File: src/rtl/mips_pkg.sv
// Shared definitions for the MIPS fetch front end: instruction width, PC step,
// the bubble instruction and the layout of one prefetched entry.
package mips_pkg;
  localparam int INSTR_W = 32;
  localparam int PC_INC = 4;
  localparam logic [INSTR_W-1:0] NOP_INSTR = 32'h0000_0000;

  typedef struct packed {
    logic [INSTR_W-1:0] instr;
    logic [31:0]        pc4;
  } fetch_entry_t;
endpackage

File: src/rtl/mips_sync_fifo.sv
// Synchronous FIFO with registered storage, head read-out and a synchronous flush.
// Pointers wrap modulo DEPTH; pushes into a full FIFO and pops from an empty one are ignored.
module mips_sync_fifo #(
  parameter int WIDTH = 32,
  parameter int DEPTH = 4,
  localparam int AW = (DEPTH > 1) ? $clog2(DEPTH) : 1,
  localparam int CW = $clog2(DEPTH + 1)
) (
  input  logic             clk,
  input  logic             reset,
  input  logic             i_flush,
  input  logic             i_push,
  input  logic [WIDTH-1:0] i_push_data,
  input  logic             i_pop,
  output logic [WIDTH-1:0] o_head,
  output logic             o_empty,
  output logic             o_full,
  output logic [CW-1:0]    o_count
);
  logic [WIDTH-1:0] r_mem [DEPTH];
  logic [AW-1:0]    r_wr_ptr;
  logic [AW-1:0]    r_rd_ptr;
  logic [CW-1:0]    r_count;
  logic             w_push;
  logic             w_pop;

  function automatic logic [AW-1:0] next_ptr(input logic [AW-1:0] p);
    return (p == AW'(DEPTH - 1)) ? '0 : p + AW'(1);
  endfunction

  always_comb begin
    o_empty = (r_count == '0);
    o_full  = (r_count == CW'(DEPTH));
    w_pop   = i_pop && !o_empty;
    w_push  = i_push && !o_full;
    o_head  = r_mem[r_rd_ptr];
    o_count = r_count;
  end

  always_ff @(posedge clk) begin
    if (reset || i_flush) begin
      r_wr_ptr <= '0;
      r_rd_ptr <= '0;
      r_count  <= '0;
    end else begin
      if (w_push) r_wr_ptr <= next_ptr(r_wr_ptr);
      if (w_pop)  r_rd_ptr <= next_ptr(r_rd_ptr);
      case ({w_push, w_pop})
        2'b10:   r_count <= r_count + CW'(1);
        2'b01:   r_count <= r_count - CW'(1);
        default: ;
      endcase
    end
  end

  always_ff @(posedge clk) begin
    if (w_push) r_mem[r_wr_ptr] <= i_push_data;
  end
endmodule

File: src/rtl/mips_fetch_queue.sv
// Instruction-fetch front end: PC generator, pipelined in-order memory interface
// with several requests in flight, and a prefetch queue feeding IF/ID.
module mips_fetch_queue
  import mips_pkg::*;
#(
  parameter int              XLEN            = 32,
  parameter int              DEPTH           = 4,
  parameter int              MAX_OUTSTANDING = 2,
  parameter logic [XLEN-1:0] RESET_PC        = '0,
  localparam int             OW              = $clog2(MAX_OUTSTANDING + 1)
) (
  input  logic               clk,
  input  logic               reset,
  output logic               imem_req_valid,
  output logic [XLEN-1:0]    imem_req_addr,
  input  logic               imem_req_ready,
  input  logic               imem_rsp_valid,
  input  logic [INSTR_W-1:0] imem_rsp_data,
  input  logic               redirect_valid,
  input  logic [XLEN-1:0]    redirect_pc,
  output logic               dec_valid,
  output logic [INSTR_W-1:0] dec_instr,
  output logic [XLEN-1:0]    dec_pc4,
  input  logic               dec_ready,
  output logic [OW-1:0]      outstanding
);
  localparam int CW = $clog2(DEPTH + 1);
  localparam int QW = INSTR_W + XLEN;

  logic [XLEN-1:0] r_fetch_pc;
  logic [OW-1:0]   r_out;
  logic [OW-1:0]   r_drop;

  logic            w_rsp, w_accept, w_enq, w_deq;
  logic [OW-1:0]   w_out_next;
  logic [XLEN-1:0] w_redirect_pc;
  logic [QW-1:0]   w_q_head;
  logic            w_q_empty, w_q_full;
  logic [CW-1:0]   w_q_count;
  logic [XLEN-1:0] w_pc_head;
  logic            w_pc_empty, w_pc_full;
  logic [OW-1:0]   w_pc_count;

  // Both interfaces use valid/ready: a transfer happens on a cycle where valid && ready;
  // a held request keeps addr/valid stable until accepted or withdrawn by a redirect.
  always_comb begin
    imem_req_valid = !reset && !redirect_valid
                     && ((int'(w_q_count) + int'(r_out)) < DEPTH)
                     && (int'(r_out) < MAX_OUTSTANDING);
    imem_req_addr  = r_fetch_pc;
    w_accept       = imem_req_valid && imem_req_ready;
    w_rsp          = imem_rsp_valid && !reset;
    // Responses during a redirect, or owed to an older redirect, are wrong-path.
    w_enq          = w_rsp && !redirect_valid && (r_drop == '0);
    dec_valid      = !reset && !w_q_empty;
    dec_instr      = dec_valid ? w_q_head[QW-1:XLEN] : NOP_INSTR;
    dec_pc4        = w_q_head[XLEN-1:0];
    w_deq          = dec_valid && dec_ready;
    outstanding    = r_out;
    w_redirect_pc  = redirect_pc & ~XLEN'(3);
    w_out_next     = r_out;
    if (w_accept && !w_rsp)      w_out_next = r_out + OW'(1);
    else if (!w_accept && w_rsp) w_out_next = r_out - OW'(1);
  end

  always_ff @(posedge clk) begin
    if (reset) begin
      r_fetch_pc <= RESET_PC;
      r_out      <= '0;
      r_drop     <= '0;
    end else begin
      r_out <= w_out_next;
      if (redirect_valid) begin
        r_fetch_pc <= w_redirect_pc;
        r_drop     <= w_out_next;
      end else begin
        if (w_accept) r_fetch_pc <= r_fetch_pc + XLEN'(PC_INC);
        if (w_rsp && (r_drop != '0)) r_drop <= r_drop - OW'(1);
      end
    end
  end

  // Request PCs in issue order; every response, kept or dropped, retires one.
  mips_sync_fifo #(.WIDTH(XLEN), .DEPTH(MAX_OUTSTANDING)) u_pc_fifo (
    .clk        (clk),
    .reset      (reset),
    .i_flush    (1'b0),
    .i_push     (w_accept),
    .i_push_data(r_fetch_pc),
    .i_pop      (w_rsp),
    .o_head     (w_pc_head),
    .o_empty    (w_pc_empty),
    .o_full     (w_pc_full),
    .o_count    (w_pc_count)
  );

  mips_sync_fifo #(.WIDTH(QW), .DEPTH(DEPTH)) u_prefetch_q (
    .clk        (clk),
    .reset      (reset),
    .i_flush    (redirect_valid),
    .i_push     (w_enq),
    .i_push_data({imem_rsp_data, w_pc_head + XLEN'(PC_INC)}),
    .i_pop      (w_deq),
    .o_head     (w_q_head),
    .o_empty    (w_q_empty),
    .o_full     (w_q_full),
    .o_count    (w_q_count)
  );

  a_no_overflow:   assert property (@(posedge clk) disable iff (reset) !(w_enq && w_q_full));
  a_rsp_has_req:   assert property (@(posedge clk) disable iff (reset) !(w_rsp && w_pc_empty));
  a_pc_fifo_room:  assert property (@(posedge clk) disable iff (reset) !(w_accept && w_pc_full));
  a_pc_fifo_track: assert property (@(posedge clk) disable iff (reset) w_pc_count == r_out);
endmodule

File: config.mk
export PLATFORM = sky130hd
export DESIGN_NAME = mips_fetch_queue
export DESIGN_NICKNAME = d
export VERILOG_FILES = /design/src/rtl/mips_pkg.sv /design/src/rtl/mips_sync_fifo.sv /design/src/rtl/mips_fetch_queue.sv
export SDC_FILE = /design/constraint.sdc
export NUM_CORES = 1
export LEC_CHECK = 0
export BUFFER_PORTS_ARGS = -buffer_cell sky130_fd_sc_hd__buf_2
export CAP_MARGIN = 20
export CORE_MARGIN = 5
export CORE_UTILIZATION = 29
export DETAILED_ROUTE_END_ITERATION = 8
export PLACE_DENSITY = 0.52
export SYNTH_ARGS = -nofsm -noshare
export SYNTH_HDL_FRONTEND = slang
export SYNTH_SLANG_ARGS = --single-unit
File: constraint.sdc
create_clock -name clk -period 4.3 [get_ports clk]
set_input_delay 0.215 -clock clk [delete_from_list [all_inputs] [get_ports clk]]
set_output_delay 0.215 -clock clk [all_outputs]
set_load 0.005 [all_outputs]
# Yosys cells after proc, flatten, opt, wreduce, memory -nomap -nowiden
# Memory sizes are Yosys's and may differ from the RTL's. A register that Yosys moved wholly into a read port is not among the register bits.
# Index checks and enable logic that the tools add are counted.
# totals
n_memories,2
regBits,47
wordCells,91
mem_bits_rw,320
out_inout_bits,100
inputBits,70
# op_classes
muxes,21
add_sub_neg,14
n_eq_ne,8
order_cmp,2
n_reduce_logical,34
# mem_list
memory,words,width,read_ports,rd_clocked_by_memory_dff,write_ports,line_no,rtl
u_prefetch_q.r_mem,4,64,1,1,1,mips_sync_fifo.sv:20,logic [WIDTH-1:0] r_mem [DEPTH];
u_pc_fifo.r_mem,2,32,1,1,1,mips_sync_fifo.sv:20,
# op_table
op,n
2-to-1 mux 32 bit,3
"adder 32 x 3 -> 32 bit, second input constant",2
logical AND 1 bit,16
2-to-1 mux 2 bit,8
"== test 2 bit, second input constant",5
nonzero test 2 bit,5
"adder 2 x 1 -> 2 bit, second input constant",4
logical NOT 1 bit,8
2-to-1 mux 1 bit,8
one-hot mux 3 bit (2 select lines),1
"subtractor 2 x 1 -> 2 bit, second input constant",3
adder 3 x 2 -> 4 bit,1
"== test 2 x 1 -> 1 bit, second input constant",2
logical NOT 2 bit,2
"< comparator 4 x 3 -> 1 bit, second input constant",1
one-hot mux 2 bit (2 select lines),1
"adder 3 x 1 -> 3 bit, second input constant",1
"== test 3 bit, second input constant",1
logical NOT 3 bit,1
"subtractor 3 x 1 -> 3 bit, second input constant",1
"adder 1 bit, second input constant",2
"< comparator 2 bit, second input constant",1
OR reduction 2 bit,1
logical OR 1 bit,1

# Logic depth before layout (Yosys ltp)
# Gate-level depths: netlist of the first run.
# depth
depth_word,10
mapped_depth,12
mapped_depth_nobuf,11

# By module
# Synthesis of the first run repeated with hierarchy kept, for this count alone.
# unflattened
cells_unflattened,899
hier_area_um2,15035.7
# by_module_without_submodules
mod,n_inst,seq_area_each_um2,cells_each,area_each_um2
mips_sync_fifo at u_prefetch_q,1,7867.5,390,9718.1
mips_fetch_queue,1,680.7,382,2786.4
mips_sync_fifo at u_pc_fifo,1,2021.9,127,2531.2

# Worst setup path before layout of the first run
# OpenSTA, ideal clock, no wires.
# synth_timing
path_kind,reg2reg
start,register r_out[1] (netlist: outstanding[1])
end,memory u_pc_fifo.r_mem[0][10] (enable)
arrival_ns,2.660
t_required_ns,3.883
path_slack_ns,1.223
path_stages_with_launch,8
period_less_slack_ns,3.077
cell_sequence,dfxtp_1 ha_1 nand3_1 and4_1 buf_4 o21a_1 inv_1 nor2_1
# synth_via
elab_chain_len,8
elab_cells_between_ends,9
cone_classes,add/sub (1); order compare (2); mux (2); reduce/logical (4)
# synth_lines
element,line_no,rtl
"start, declared",mips_fetch_queue.sv:31,logic [OW-1:0] r_out;
"start signal, assigned",mips_fetch_queue.sv:72,r_out <= w_out_next;
adder 3 x 2 -> 4 bit,mips_fetch_queue.sv:48,&& ((int'(w_q_count) + int'(r_out)) < DEPTH)
< comparator 4 x 3 -> 1 bit,mips_fetch_queue.sv:48,
logical AND 1 bit,mips_fetch_queue.sv:48,
logical AND 1 bit *,mips_fetch_queue.sv:49,&& (int'(r_out) < MAX_OUTSTANDING);
logical AND 1 bit *,mips_fetch_queue.sv:51,w_accept = imem_req_valid && imem_req_ready;
logical AND 1 bit *,mips_sync_fifo.sv:35,w_push = i_push && !o_full;
2-to-1 mux 1 bit *,mips_sync_fifo.sv:57,if (w_push) r_mem[r_wr_ptr] <= i_push_data;
2-to-1 mux 1 bit (not written as such) *,mips_sync_fifo.sv:57,
"end, declared",mips_sync_fifo.sv:20,
# Every way passes the cells marked *; elsewhere a longest branch is shown, timed or not.

# Worst setup path after layout of the first run
# layout_timing
start,register r_out[1] (netlist: outstanding[1])
end,register u_pc_fifo.r_count[1] (netlist: u_pc_fifo.o_count[1])
# layout_via
elab_chain_len,8
elab_cells_between_ends,11
cone_classes,add/sub (1); order compare (2); eq/ne (2); mux (1); reduce/logical (5)
# layout_lines
element,line_no,rtl
adder 3 x 2 -> 4 bit,mips_fetch_queue.sv:48,
< comparator 4 x 3 -> 1 bit,mips_fetch_queue.sv:48,
logical AND 1 bit,mips_fetch_queue.sv:48,
logical AND 1 bit *,mips_fetch_queue.sv:49,
logical AND 1 bit *,mips_fetch_queue.sv:51,
logical AND 1 bit *,mips_sync_fifo.sv:35,
== test 2 x 1 -> 1 bit / == test 2 bit (equally long branches),mips_sync_fifo.sv:48,"case ({w_push, w_pop})"
one-hot mux 2 bit (2 select lines) / nonzero test 2 bit (equally long branches),--,
"end signal, assigned",mips_sync_fifo.sv:49,2'b10: r_count <= r_count + CW'(1);
"end signal, assigned",mips_sync_fifo.sv:50,2'b01: r_count <= r_count - CW'(1);
"end, declared",mips_sync_fifo.sv:23,logic [CW-1:0] r_count;
# Marks and branches as above.
# A chain may end at the register's enable or synchronous reset.

==> impl_results.md, run 1 <==
* Status: completed
* Num rows at 83
* Post-synthesis cell area at 14900 sq um
* Critical path startpoint category: flop
* Max FO, Critical Path at 23
* Worst skew pair latency at roughly 0.55 ns
* Post-CTS setup buffers at 0
* Via density at 4.65
* Die height at 237 microns
* Yosys warning count at 0
* TritonCTS clock tree: built
* Root buf cell: clkbuf_16
* Synth area leader: edfxtp_1
* Remaining DRCs at 0
* DR top layer: met4
* Post-route ant nets at 0
* Initial Util at 0.292
* Port Buffers at 163
* Slowest stage delay, CP at 0.82 ns
* Setup_tns at 0 ns
* Detailed route wirelength on metal3 at roughly 2.2 mm
* Clock sink count at 356
* Detailed Routing Iterations Pass 1 at 9
* Peak VDD IR at approximately 0.22 mV
* Critical path, cell by cell: ha_1 > nand3_1 > and4_1 > o21a_1 > inv_1 > ha_1 > or3_1 > a21oi_1
* Top cells by area, synth: edfxtp_1 62%, mux4_2 9.3%, dfxtp_1 6.4%
* Tcrit/Tclk final at 0.661
* GRT Overall Usage at 0.122
* Met2 Routed Length at 16.1 mm
* Post-synth EDFFs at roughly 310
* Post-synth top area share at 0.619
* DIE AREA at 56200 sq um
* WL per Instance at approximately 18 microns
* Global route overflow at 0
* Async SR Flop Fraction at 0
* Die width at 237 microns
* Max cap viols at 0
* Total number of vias at slightly below 9000
* Final Wtd Congestion at 0.785
* Data required, critical path at between 4 and 5 ns
* LEAKAGE at 6.23 nW
* Vias in the first global route at 9018
* Iter 0 DRT Violations at around 420
* Share of layout cells above drive strength 1 at 0.273
* CP endpoint kind: flop
* Hold Path Class: in -> reg
* Ys flop type: edfxtp_1
* Clk slew on worst S/H paths at 0.05 ns
* Mapped Cells at 936
* Pwr Density at 419 nW/um^2
* Count leader, synth: edfxtp_1
* Dpl hpwl at about 23 mm
* Io pins at 170
* Max-slew violations at 0
* FF+latch count, synth at around 360
* Most frequent CP cell: ha_1
* H-tree levels at 2
* Register area share after synthesis at 0.683
* Synth cell count leaders: 308 x edfxtp_1, 62 x mux4_2, 48 x dfxtp_1
* Worst Tran Pin Value at 0.951 ns
* Layout Nets at 1259
* Core area at between 50000 and 60000 sq um
* Fin. Hold Viols at 0
* Count of final setup violators at 0
* Worst-case clock buffer depth at 3
* Total Wirelength at 34.9 mm
* RSZ-0062 raised after global routing: false
* Initial antenna violation count at 0
* Met1 wire length at 15.9 mm
* Area Growth Syn to Fin at 24.7%
* Crit path buffers/inverters at 1
* Hold_ws at 0.199 ns
* CTS buffer count at 42
* WP data arrival at roughly 3.3 ns
* Minimum clock period at 2.84 ns
* Top delay family on crit path: simple AND/OR/NAND/NOR gates
* Clk_skew at 0.0150 ns
* Relative slew slack at 0.366
* Largest net degree at the start of global routing at 56
* Post-CTS Resized at 0
* Maximum clock frequency at 352 MHz
* Worst Setup Path Type: reg -> reg
* Final antenna diode count at 0
* First-pass GRT wire length at 53.9 mm
* Avg Inst Size Synth at 16.0 sq um
* CP max-delay cell: and4_1
* Yosys cell types at 73
-- power by group --
group / switching (mW) / leakage, nW / internal, mW / total, mW
sequential: 0.0638 / 3.19 / 3.82 / 3.89
combinational: 0.194 / 2.36 / 0.174 / 0.368
clock: 1.36 / 0.681 / 2.19 / 3.55
-- path summary, 6_finish.rpt --
check	start	to	slack, ns	cells past startpoint
worst min-delay path	redirect_valid	imem_req_addr[14]$_SDFFE_PP0P_	0.20	3
worst max-delay path	outstanding[1]$_SDFF_PP0_	u_pc_fifo.o_count[1]$_SDFFE_PP0P_	1.46	8
worst max register to register	outstanding[1]$_SDFF_PP0_	u_pc_fifo.o_count[1]$_SDFFE_PP0P_	1.46	8
worst min register to register	u_prefetch_q.r_rd_ptr[1]$_SDFFE_PP0P_	flop	0.49	2
-- final cells by class --
type / count / area (sq um)
fillers: 4840 / 32600
flip-flops and latches: 356 / 10200
multi-input cells: 514 / 4450
repair buffers: 242 / 1630
clock buffers: 58 / 1160
well taps: 680 / 851
clock inverters: 19 / 226
inverters: 21 / 78.8
-- cell usage in the layout, fill, tap and decap left out, drive strengths merged, types with 8 or more instances in the layout --
cell type	netlist	layout
nand4	25	25
nand2	46	46
nor2	46	46
dfxtp	48	48
or3	8	8
inv	20	21
clkinv	1	13
a31oi	14	14
nor4	9	9
a21oi	21	21
xnor2	21	21
nand3	36	36
dlygate4sd3	0	63
xor2	25	25
edfxtp	308	308
ha	11	11
o21ai	20	20
clkbuf	25	58
mux4	62	62
and2	43	43
mux2i	29	29
buf	23	179
-- through the flow --
step / setup slack (ns) / utilization / power, mW / instances / cell area, sq um
after floorplan: 1.22 / - / 4.13 / 939 / 14900
after global placement: 1.20 / 0.324 / 4.28 / 1749 / 16600
after detailed placement: 1.19 / 0.324 / 4.29 / 1749 / 16600
after CTS: 1.39 / 0.364 / 7.94 / 1889 / 18600
after global routing: 1.25 / 0.364 / 8.11 / 1890 / 18600
final: 1.46 / 0.364 / 7.80 / 1890 / 18600
-- routing by layer --
layer / vias to the layer above / track usage
met1: 4345 / 0.165
met5: - / 0
li1: 4144 / -
met3: 54 / 0.0360
met2: 237 / 0.192
met4: 0 / 0.0329
-- state kept, by name, indices dropped and copies added, names as in the netlist, named ones only --
| register | flops |
|---|---|
| imem_req_addr | 30 |
| u_prefetch_q.r_wr_ptr | 2 |
| u_pc_fifo.r_mem | 60 |
| u_pc_fifo.r_rd_ptr | 1 |
| outstanding | 2 |
| u_prefetch_q.r_mem | 248 |
| r_drop | 2 |
| u_prefetch_q.r_rd_ptr | 2 |
| u_prefetch_q.o_count | 3 |
| u_pc_fifo.o_count | 2 |
| u_pc_fifo.r_wr_ptr | 1 |
-- cells by family (layout without fill, tap and decap cells) --
family,Yosys count,count (layout),share of synthesized area
AOI/OAI and AO/OA,96,96,0.0442
DFF,356,356,0.683
xor gates and xnor gates,46,46,0.0270
buffers and inverters,69,340,0.0202
muxes,96,96,0.117
adders and majority gates,12,12,0.0106
other,1,4,0.000251
and+or+nand+nor,260,260,0.0977
-- worst reg2reg max path: cells and delay by family (launching register included) --
kind | cells | cell delay [ns]
AOI/OAI and AO/OA | 2 | 0.42
and+or+nand+nor | 3 | 1.28
DFF | 1 | 0.41
adders and majority gates | 2 | 0.57
buffers and inverters | 1 | 0.08
-- timing repair --
item,CTS,global route
hold buffers,63,0
endpoints found under the setup margin,0,0
endpoints found under the hold margin,160,0
Note: power is estimated with default switching activity, not from simulation.
==> inputs of run 2 (changes only) <==
--- a/config.mk
+++ b/config.mk
@@ -10,7 +10,7 @@
 export CORE_MARGIN = 5
 export CORE_UTILIZATION = 29
 export DETAILED_ROUTE_END_ITERATION = 8
-export PLACE_DENSITY = 0.52
+export PLACE_DENSITY = 0.54
 export SYNTH_ARGS = -nofsm -noshare
 export SYNTH_HDL_FRONTEND = slang
 export SYNTH_SLANG_ARGS = --single-unit
==> constraint.sdc (replaced) <==
create_clock -name clk -period 2.35 [get_ports clk]
set_input_delay 0.1175 -clock clk [delete_from_list [all_inputs] [get_ports clk]]
set_output_delay 0.1175 -clock clk [all_outputs]
set_load 0.005 [all_outputs]
==> impl_results.md, run 2 (same netlist as run 1, synthesis figures left out) <==
* Num rows at 83 (unchanged)
* Relative slew slack at 0.626 (was 0.366)
* Global route overflow at 0 (unchanged)
* Minimum clock period at 2.22 ns
* Critical path startpoint category: flop (unchanged)
* Area Growth Syn to Fin at 27.4% (was 24.7%)
* Met1 Use GR at 0.171 (was 0.165)
* Total number of vias at 9022 (was 8780)
* Clk slew on worst S/H paths at 0.06 ns (was 0.05 ns)
* Clk_skew at 0.0341 ns (was 0.0150 ns)
* Io pins at 170 (unchanged)
* Number of flip-flops in the largest register at 248 (unchanged)
* Final Wtd Congestion at 0.783 (was 0.785)
* TritonCTS clock tree: built (unchanged)
* Largest net degree at the start of global routing at 63 (was 56)
* Most common cell after layout, fill and taps aside: edfxtp_1 (unchanged)
* Initial antenna violation count at 0 (unchanged)
* Count of final setup violators at 0 (unchanged)
* CP endpoint kind: output pin (was flop)
* Data required, critical path at 2.23 ns (was 4.77 ns)
* Peak VDD IR at 0.451 mV (was 0.223 mV)
* Critical path, cell by cell: buf_12 > mux4_2 > and2_1 > buf_2 (was ha_1 > nand3_1 > and4_1 > o21a_1 > inv_1 > ha_1 > or3_1 > a21oi_1)
* LEAKAGE at 6.42 nW (was 6.23 nW)
* Iter 0 DRT Violations at 418 (was 415)
* Pwr Density at 749 nW/um^2 (was 419 nW/um^2)
* Port Buffers at 163 (unchanged)
* Maximum clock frequency at 450 MHz
* Core area at 51200 sq um (unchanged)
* Tot Pwr at 14.3 mW (was 7.80 mW)
* Fin. Hold Viols at 0 (unchanged)
* Utilization after layout at 0.372 (was 0.364)
* Vias in the first global route at 9223 (was 9018)
* Status: completed (unchanged)
* Worst skew pair latency at 0.56 ns (was 0.55 ns)
* Worst Setup Path Type: reg -> out (was reg -> reg)
* Share of layout cells above drive strength 1 at 0.298 (was 0.273)
* Clock sink count at 356 (unchanged)
* Via density at 4.70 (was 4.65)
* Register with the most flip-flops: u_prefetch_q.r_mem (unchanged)
* Die width at 237 microns (unchanged)
* Routing usage on met3 at 0.0254 (was 0.0360)
* GR Util met2 at 0.204 (was 0.192)
* CP max-delay cell: mux4_2 (was and4_1)
* Max FO, Critical Path at 26 (was 23)
* CTS buffer count at 42 (unchanged)
* Hold Path Class: in -> reg (unchanged)
* Root buf cell: clkbuf_16 (unchanged)
* WP data arrival at 2.10 ns (was 3.31 ns)
* Layout Nets at 1293 (was 1259)
* Total Wirelength at 35.9 mm (was 34.9 mm)
* First-pass GRT wire length at 55.4 mm (was 53.9 mm)
* Max-slew violations at 0 (unchanged)
* Die height at 237 microns (unchanged)
* Post-route ant nets at 0 (unchanged)
* WL per Instance at 18.7 microns (was 18.5 microns)
* Worst Tran Pin Value at 0.555 ns (was 0.951 ns)
* Detailed Routing Iterations Pass 1 at 5 (was 9)
* Remaining DRCs at 0 (unchanged)
* DIE AREA at 56200 sq um (unchanged)
* Initial Util at 0.292 (unchanged)
* GRT Overall Usage at 0.125 (was 0.122)
* Max cap viols at 0 (unchanged)
* Worst-case clock buffer depth at 3 (unchanged)
* Commonest non-fill, non-tap cells in the layout: 308 x edfxtp_1, 164 x buf_2, 63 x dlygate4sd3_1 (was 308 x edfxtp_1, 163 x buf_2, 63 x dlygate4sd3_1)
* Busiest grt layer: met2 (unchanged)
* Dpl hpwl at 23.3 mm (was 22.5 mm)
* Tcrit/Tclk final at 0.945
* Slowest stage delay, CP at 0.53 ns (was 0.82 ns)
* H-tree levels at 2 (unchanged)
[run 2: path summary, 6_finish.rpt]
| check | from | to | slack (ns) | cells past startpoint |
|---|---|---|---|---|
| worst min register to register | u_prefetch_q.r_rd_ptr[1]$_SDFFE_PP0P_ | flop | 0.47 | 2 |
| worst max register to register | flop | u_prefetch_q.r_mem[0][8]$_DFFE_PP_ | 0.16 | 8 |
| worst max-delay path | flop | dec_instr[23] | 0.13 | 4 |
| worst min-delay path | reset | u_prefetch_q.o_count[1]$_SDFFE_PP0P_ | 0.08 | 4 |
[run 2: per-layer routing]
metal | up-vias | share of wire
li1 | 4222 | -
met1 | 4509 | 0.46
met2 | 251 | 0.47
met3 | 40 | 0.053
met4 | 0 | 0.019
met5 | - | 0
[run 2: repair_timing]
action,in CTS,in global routing
setup buffers,0,0
endpoints found under the setup margin,0,51
hold buffers,63,0
resized for setup,0,7
endpoints found under the hold margin,162,0
[run 2: power breakdown]
part           switching (mW)  total, mW  internal [mW]
clock                    2.52       6.43           3.91
combinational           0.391      0.745          0.354
sequential             0.0994       7.09           6.99
[run 2: worst max-delay path: cells and delay by family, from the launching register on]
family	cells	cell delay (ns)
muxes	1	0.53
DFF	1	0.43
buffers and inverters	2	0.39
and+or+nand+nor	1	0.17
[run 2: through the flow]
step / instance area, sq um / cells / TNS, ns / setup WS [ns] / hold slack (ns)
after floorplan: 15000 / 939 / 0 / 0.0475 / 0.216
after global placement: 17000 / 1782 / 0 / 0.109 / 0.330
after detailed placement: 17000 / 1782 / 0 / 0.0529 / 0.337
after CTS: 19000 / 1917 / 0 / 0.00557 / 0.0295
after global routing: 19000 / 1919 / -0.0885 / -0.00995 / 0.0702
final: 19000 / 1920 / 0 / 0.128 / 0.0768
[run 2: final cells by class]
| class | count | area [sq um] |
|---|---|---|
| well taps | 680 | 851 |
| flip-flops and latches | 356 | 10200 |
| clock buffers | 49 | 1110 |
| inverters | 21 | 78.8 |
| multi-input cells | 514 | 4500 |
| repair buffers | 276 | 2020 |
| clock inverters | 23 | 255 |
| fillers | 4782 | 32200 |
| diodes | 1 | 2.50 |
